<file path="src/rtl/batcharger_pkg.sv">
// rtl/batcharger_pkg.sv - shared state encoding and ADC scale constants for the charger controller
package batcharger_pkg;

  typedef enum logic [2:0] {
    ST_IDLE  = 3'd0,
    ST_TC    = 3'd1,
    ST_CC    = 3'd2,
    ST_CV    = 3'd3,
    ST_DONE  = 3'd4,
    ST_FAULT = 3'd5
  } state_e;

  // ADC scaling: voltage codes are 51 LSB per volt, current full scale (1C) is 255
  localparam int VLSB_PER_V = 51;
  localparam int IBAT_FS    = 255;

  function automatic logic is_charging(state_e s);
    return (s == ST_TC) || (s == ST_CC) || (s == ST_CV);
  endfunction

endpackage

</file>
<file path="src/rtl/batcharger_ctrl_fsm_if.sv">
// rtl/batcharger_ctrl_fsm_if.sv - monitor-side inputs and power-block enables of the charge sequencer
interface batcharger_ctrl_fsm_if #(
  parameter int CNT_W = 16
);
  logic             en;
  logic             vtok;
  logic [7:0]       vbat;
  logic [7:0]       ibat;
  logic [7:0]       tbat;
  logic [7:0]       vcutoff;
  logic [7:0]       vpreset;
  logic [7:0]       iend;
  logic [7:0]       tempmin;
  logic [7:0]       tempmax;
  logic [CNT_W-1:0] tmax;
  logic             tc;
  logic             cc;
  logic             cv;
  logic             vmonen;
  logic             tmonen;
  logic             imonen;
  logic             done;
  logic             fault;
  logic [2:0]       state;

  modport master (
    output en, vtok, vbat, ibat, tbat, vcutoff, vpreset, iend, tempmin, tempmax, tmax,
    input  tc, cc, cv, vmonen, tmonen, imonen, done, fault, state
  );

  modport slave (
    input  en, vtok, vbat, ibat, tbat, vcutoff, vpreset, iend, tempmin, tempmax, tmax,
    output tc, cc, cv, vmonen, tmonen, imonen, done, fault, state
  );
endinterface

</file>
<file path="src/rtl/batcharger_phase_timer.sv">
// rtl/batcharger_phase_timer.sv - saturating per-phase cycle counter with zero-disabled timeout compare
module batcharger_phase_timer #(
  parameter int CNT_W = 16
) (
  input  logic             clk,
  input  logic             rstz,
  input  logic             clear,
  input  logic             inc,
  input  logic [CNT_W-1:0] tmax,
  output logic             expired
);

  logic [CNT_W-1:0] count_q;

  always_ff @(posedge clk or negedge rstz) begin
    if (!rstz) begin
      count_q <= '0;
    end else if (clear) begin
      count_q <= '0;
    end else if (inc && (count_q != '1)) begin
      count_q <= count_q + CNT_W'(1);
    end
  end

  // Firing on equality gives a phase length of tmax+1 cycles
  assign expired = (tmax != '0) && (count_q == tmax);

endmodule

</file>
<file path="src/rtl/batcharger_ctrl_fsm.sv">
// rtl/batcharger_ctrl_fsm.sv - charge sequencer selecting trickle, CC or CV mode with safety timeout
module batcharger_ctrl_fsm
  import batcharger_pkg::*;
#(
  parameter int CNT_W = 16
) (
  input  logic                   clk,
  input  logic                   rstz,
  batcharger_ctrl_fsm_if.slave   bus
);

  state_e state_q, state_d;
  logic   tc_q, cc_q, cv_q, vmonen_q, tmonen_q, imonen_q, done_q, fault_q;
  logic   tok;
  logic   expired;

  assign tok = (bus.tbat >= bus.tempmin) && (bus.tbat <= bus.tempmax);

  batcharger_phase_timer #(.CNT_W(CNT_W)) u_timer (
    .clk     (clk),
    .rstz    (rstz),
    .clear   (state_d != state_q),
    .inc     (is_charging(state_q)),
    .tmax    (bus.tmax),
    .expired (expired)
  );

  always_comb begin
    state_d = state_q;
    if (!bus.en || !bus.vtok) begin
      state_d = ST_IDLE;
    end else begin
      case (state_q)
        ST_IDLE: begin
          if (tok) begin
            if (bus.vbat < bus.vcutoff)      state_d = ST_TC;
            else if (bus.vbat < bus.vpreset) state_d = ST_CC;
            else                             state_d = ST_CV;
          end
        end
        ST_TC: begin
          if (!tok)                          state_d = ST_FAULT;
          else if (expired)                  state_d = ST_FAULT;
          else if (bus.vbat >= bus.vcutoff)  state_d = ST_CC;
        end
        ST_CC: begin
          if (!tok)                          state_d = ST_FAULT;
          else if (expired)                  state_d = ST_DONE;
          else if (bus.vbat >= bus.vpreset)  state_d = ST_CV;
        end
        ST_CV: begin
          if (!tok)                          state_d = ST_FAULT;
          else if (expired)                  state_d = ST_DONE;
          else if (bus.ibat <= bus.iend)     state_d = ST_DONE;
        end
        ST_DONE:  state_d = ST_DONE;
        ST_FAULT: state_d = ST_FAULT;
        default:  state_d = ST_IDLE;
      endcase
    end
  end

  // Outputs decode the next state so enables switch on the same edge as the state
  always_ff @(posedge clk or negedge rstz) begin
    if (!rstz) begin
      state_q  <= ST_IDLE;
      tc_q     <= 1'b0;
      cc_q     <= 1'b0;
      cv_q     <= 1'b0;
      vmonen_q <= 1'b0;
      tmonen_q <= 1'b0;
      imonen_q <= 1'b0;
      done_q   <= 1'b0;
      fault_q  <= 1'b0;
    end else begin
      state_q  <= state_d;
      tc_q     <= (state_d == ST_TC);
      cc_q     <= (state_d == ST_CC);
      cv_q     <= (state_d == ST_CV);
      vmonen_q <= is_charging(state_d);
      tmonen_q <= is_charging(state_d);
      imonen_q <= (state_d == ST_CV);
      done_q   <= (state_d == ST_DONE);
      fault_q  <= (state_d == ST_FAULT);
    end
  end

  assign bus.tc     = tc_q;
  assign bus.cc     = cc_q;
  assign bus.cv     = cv_q;
  assign bus.vmonen = vmonen_q;
  assign bus.tmonen = tmonen_q;
  assign bus.imonen = imonen_q;
  assign bus.done   = done_q;
  assign bus.fault  = fault_q;
  assign bus.state  = state_q;

endmodule

</file>
<file path="src/flat_wrapper.sv">
// flat-port wrapper written by rule: the top's interface ports become plain ports
module batcharger_ctrl_fsm_flat import batcharger_pkg::*;
#(
  parameter int CNT_W = 16
)
  (clk, rstz, bus_en, bus_vtok, bus_vbat, bus_ibat, bus_tbat, bus_vcutoff, bus_vpreset, bus_iend, bus_tempmin, bus_tempmax, bus_tmax, bus_tc, bus_cc, bus_cv, bus_vmonen, bus_tmonen, bus_imonen, bus_done, bus_fault, bus_state);
  batcharger_ctrl_fsm_if #(.CNT_W(CNT_W)) bus_i ();
  input  logic clk;
  input  logic rstz;
  input wire logic [$bits(bus_i.en)-1:0] bus_en;
  input wire logic [$bits(bus_i.vtok)-1:0] bus_vtok;
  input wire logic [$bits(bus_i.vbat)-1:0] bus_vbat;
  input wire logic [$bits(bus_i.ibat)-1:0] bus_ibat;
  input wire logic [$bits(bus_i.tbat)-1:0] bus_tbat;
  input wire logic [$bits(bus_i.vcutoff)-1:0] bus_vcutoff;
  input wire logic [$bits(bus_i.vpreset)-1:0] bus_vpreset;
  input wire logic [$bits(bus_i.iend)-1:0] bus_iend;
  input wire logic [$bits(bus_i.tempmin)-1:0] bus_tempmin;
  input wire logic [$bits(bus_i.tempmax)-1:0] bus_tempmax;
  input wire logic [$bits(bus_i.tmax)-1:0] bus_tmax;
  output wire logic [$bits(bus_i.tc)-1:0] bus_tc;
  output wire logic [$bits(bus_i.cc)-1:0] bus_cc;
  output wire logic [$bits(bus_i.cv)-1:0] bus_cv;
  output wire logic [$bits(bus_i.vmonen)-1:0] bus_vmonen;
  output wire logic [$bits(bus_i.tmonen)-1:0] bus_tmonen;
  output wire logic [$bits(bus_i.imonen)-1:0] bus_imonen;
  output wire logic [$bits(bus_i.done)-1:0] bus_done;
  output wire logic [$bits(bus_i.fault)-1:0] bus_fault;
  output wire logic [$bits(bus_i.state)-1:0] bus_state;
  assign bus_i.en = bus_en;
  assign bus_i.vtok = bus_vtok;
  assign bus_i.vbat = bus_vbat;
  assign bus_i.ibat = bus_ibat;
  assign bus_i.tbat = bus_tbat;
  assign bus_i.vcutoff = bus_vcutoff;
  assign bus_i.vpreset = bus_vpreset;
  assign bus_i.iend = bus_iend;
  assign bus_i.tempmin = bus_tempmin;
  assign bus_i.tempmax = bus_tempmax;
  assign bus_i.tmax = bus_tmax;
  assign bus_tc = bus_i.tc;
  assign bus_cc = bus_i.cc;
  assign bus_cv = bus_i.cv;
  assign bus_vmonen = bus_i.vmonen;
  assign bus_tmonen = bus_i.tmonen;
  assign bus_imonen = bus_i.imonen;
  assign bus_done = bus_i.done;
  assign bus_fault = bus_i.fault;
  assign bus_state = bus_i.state;
  batcharger_ctrl_fsm #(.CNT_W(CNT_W)) u_core (.clk(clk), .rstz(rstz), .bus(bus_i));
endmodule
</file>
<file path="config.mk">
export PLATFORM = sky130hd
export DESIGN_NAME = batcharger_ctrl_fsm_flat
export DESIGN_NICKNAME = d
export VERILOG_FILES = /design/src/rtl/batcharger_pkg.sv /design/src/rtl/batcharger_ctrl_fsm_if.sv /design/src/rtl/batcharger_phase_timer.sv /design/src/rtl/batcharger_ctrl_fsm.sv /design/src/flat_wrapper.sv
export SDC_FILE = /design/constraint.sdc
export NUM_CORES = 1
export LEC_CHECK = 0
export ABC_AREA = 1
export CAP_MARGIN = 20
export CORE_UTILIZATION = 40
export DETAILED_ROUTE_END_ITERATION = 12
export PLACE_DENSITY = 0.75
export SLEW_MARGIN = 30
export SYNTH_ARGS = -nofsm -noshare
export SYNTH_HDL_FRONTEND = slang
export SYNTH_SLANG_ARGS = --single-unit
</file>
<file path="constraint.sdc">
create_clock -name clk -period 4.9 [get_ports clk]
set_input_delay 0.735 -clock clk [delete_from_list [all_inputs] [get_ports clk]]
set_output_delay 0.735 -clock clk [all_outputs]
set_load 0.05 [all_outputs]
</file>
==> results.cfg <==
[run_status]
run_status = finished clean

[logic_synthesis]
synth_nets = 565
ys_ff_latch = 25
syn_area_um2 = 2880
ys_warn_count = 0
postSynth.asyncResetShare_pct = 100
synth_edf_count = 0
yosysUniqueCellTypes = 26
syn_area_per_cell_um2 = 6.55
seq_area_frac_synth_pct = 21.7
syn_inst = 440
synth_ff_type = dfrtp_1

[layout]
antenna_cells = 0
final_util_pct = 57.5
area_growth_pct = 37.0
multi_input_area_um2 = 1860
stdcell_count = 631
final-seq-area_um2 = 626
fillers = 650
fin_nets = 661
layout-drive-gt1-share_pct = 7.85

[routing]
routed_wl_um = 6580
drc = 0
routed_via_density = 4.57
vias = 2886
drt_first_pass_iters = 5
avgRoutedWirePerCell_um = 10.4
ant_nets = 0
drtIter0Drc = 91

[timing]
rsz0062_at_grt = no
setup_viol = 0
tightest_slew_ns = 0.547
drv_slew = 0
fin_setup_tns_ns = 0
period_needed_ns = 2.89
clock_skew_ns = 0.00362
fmax_ghz = 0.347
finalHoldViolCount = 0
max_slew_margin_pct = 63.4
hold_ws_ns = 0.442
layout_setup_ws_ns = 2.01
min_period_over_period_pct = 58.9

[cts]
cts_tree = built
numCtsBuffers = 3
post_cts_buffers = 0
htree_levels = 1
ctsResizeCount = 0
postCtsHoldBufs = 0
cts_buffer_depth = 2
cts_sinks = 25
clock_latency_ns = 0.26
clk_pin_slew_ns = 0.08
cts_root_buf = clkbuf_8

[pwr]
power_density_nw_per_um2 = 154
p_switching_mw = 0.208
internal_power_mw = 0.399
p_comb_share_pct = 43.5
peakVddDrop_mv = 0.105
p_leak_nw = 2.09
p_seq_share_pct = 37.3
swShare_pct = 34.2
clkPwrFrac_pct = 19.1

[place]
gp_congestion = 0.885
port_buffers = 94
pre_cts_slack_ns = 1.74
placed_cells = 627
dp_hpwl_um = 5720

[floorplanning]
die-area_um2 = 7550
core-area_um2 = 6870
start_util_pct = 42.0
std_cell_rows = 30
die_w_um = 86.9
fp.dieH_um = 86.9
ios = 95

[setup_path]
worstPathRequired_ns = 5.09
start_kind = primary input
cp.arrival_ns = 3.08
end_kind = flop
path_class = primary input to flop
critPathMaxFanout = 16

[global_routing]
overflow = 0
grt_pass1_wl_um = 11100
antenna_found_initial = 0
first_global_vias = 2813
track_usage_pct = 18.1
grt_max_degree = 26

[worst_hold_path]
hold_path_class = primary input to asynchronous set/reset pin

[flow_run]
drv_cap = 0
## sequential cells by signal, indices dropped and copies added (netlist names)
signal / count
u_core.bus.fault: 1
u_core.bus.cv: 1
u_core.bus.state: 3
u_core.bus.vmonen: 1
u_core.bus.cc: 1
u_core.u_timer.count_q: 16
u_core.bus.done: 1
u_core.bus.tc: 1
## metrics by stage
step / area (um2) / power [mW]
2_1_floorplan: 2880 / 0.389
3_3_place_gp: 3910 / 0.487
3_5_place_dp: 3900 / 0.494
4_1_cts: 3950 / 0.613
5_1_grt: 3950 / 0.652
6_report: 3950 / 0.606
## power groups by stage
stage | registers, mW | clock network (mW) | logic, mW
after floorplan | 0.237 | 0 | 0.152
after global placement | 0.230 | 0 | 0.257
after detailed placement | 0.230 | 0 | 0.264
after CTS | 0.226 | 0.121 | 0.266
after global routing | 0.228 | 0.128 | 0.297
final | 0.226 | 0.116 | 0.264
## critical path, stage by stage
cell	delay [ns]
clkdlybuf4s50_1	0.45
inv_1	0.04
ha_1	0.28
nand2_1	0.07
nor2_1	0.15
nand4_1	0.11
nand3_1	0.10
nand2_1	0.08
nor2_1	0.14
nand2_1	0.09
nand2_2	0.09
nand2_2	0.10
nand2_2	0.08
nand2_2	0.06
nor2_4	0.13
nand2_4	0.21
nor2_1	0.16
## layout by cell type, fill, tap and decap left out
cell type / Yosys / routed
or2_2: 1 / 1
nand4_1: 10 / 10
and2_1: 1 / 1
xor2_1: 16 / 16
nand2_2: 9 / 9
o21ai_0: 5 / 5
clkbuf_8: 0 / 3
nor3_1: 7 / 7
ha_1: 41 / 41
o21ai_1: 1 / 1
nor2_4: 11 / 11
nand2_1: 122 / 122
nor2_2: 4 / 4
nand3_1: 16 / 16
inv_2: 10 / 10
o21a_1: 1 / 1
a21oi_1: 13 / 13
nand2_4: 1 / 1
clkinv_1: 1 / 1
buf_2: 0 / 1
dfrtp_1: 25 / 25
nor2_1: 51 / 51
a21o_1: 3 / 3
clkdlybuf4s50_1: 0 / 93
inv_1: 85 / 85
clkbuf_1: 0 / 1
nand3_2: 2 / 2
nand3b_1: 1 / 1
## final cells by class
class | count | area share [%]
Multi-Input combinational cell | 316 | 47.1
Timing Repair Buffer | 94 | 23.7
Clock buffer | 4 | 1.14
Tap cell | 96 | 3.04
Inverter | 96 | 9.13
Sequential cell | 25 | 15.8
## layer usage
metal	wire length (um)	track usage, %	up-vias
li1	-	-	1536
met4	114	4.70	0
met5	0	0	-
met3	326	2.84	8
met2	3210	34.4	77
met1	2920	21.1	1265
## cells by family after synthesis
logic type	Yosys count	share of synthesized area [%]
AO/OA/AOI/OAI	23	4.34
XOR/XNOR	16	4.86
adder cells (fa/ha/maj)	41	17.8
buffers and inverters	99	13.7
flip-flops	25	21.7
AND/OR/NAND/NOR	236	37.6
## worst paths after layout
kind,to,start,slack [ns],cells after the start
max,u_core.u_timer.count_q[11]$_DFFE_PN0P_,bus_tempmin[7],2.01,17
min,u_core.u_timer.count_q[9]$_DFFE_PN0P_,rstz,0.44,1
max reg2reg,u_core.u_timer.count_q[15]$_DFFE_PN0P_,u_core.u_timer.count_q[0]$_DFFE_PN0P_,2.55,15
min reg2reg,u_core.u_timer.count_q[12]$_DFFE_PN0P_,u_core.u_timer.count_q[12]$_DFFE_PN0P_,0.59,2
max in group asynchronous,u_core.u_timer.count_q[3]$_DFFE_PN0P_,rstz,4.10,1
min in group clk,u_core.u_timer.count_q[12]$_DFFE_PN0P_,u_core.u_timer.count_q[12]$_DFFE_PN0P_,0.59,2
## cell usage after synthesis, types with 2 or more instances
| library cell | count | area (um2) |
|---|---|---|
| nand2_1 | 122 | 458 |
| inv_1 | 85 | 319 |
| nor2_1 | 51 | 191 |
| ha_1 | 41 | 513 |
| dfrtp_1 | 25 | 626 |
| nand3_1 | 16 | 80.1 |
| xor2_1 | 16 | 140 |
| a21oi_1 | 13 | 65.1 |
| nor2_4 | 11 | 124 |
| inv_2 | 10 | 37.5 |
| nand4_1 | 10 | 62.6 |
| nand2_2 | 9 | 56.3 |
| nor3_1 | 7 | 35.0 |
| o21ai_0 | 5 | 25.0 |
| nor2_2 | 4 | 25.0 |
| a21o_1 | 3 | 22.5 |
| buf_4 | 2 | 15.0 |
| nand3_2 | 2 | 20.0 |
Note: power is estimated with default switching activity, not from simulation.
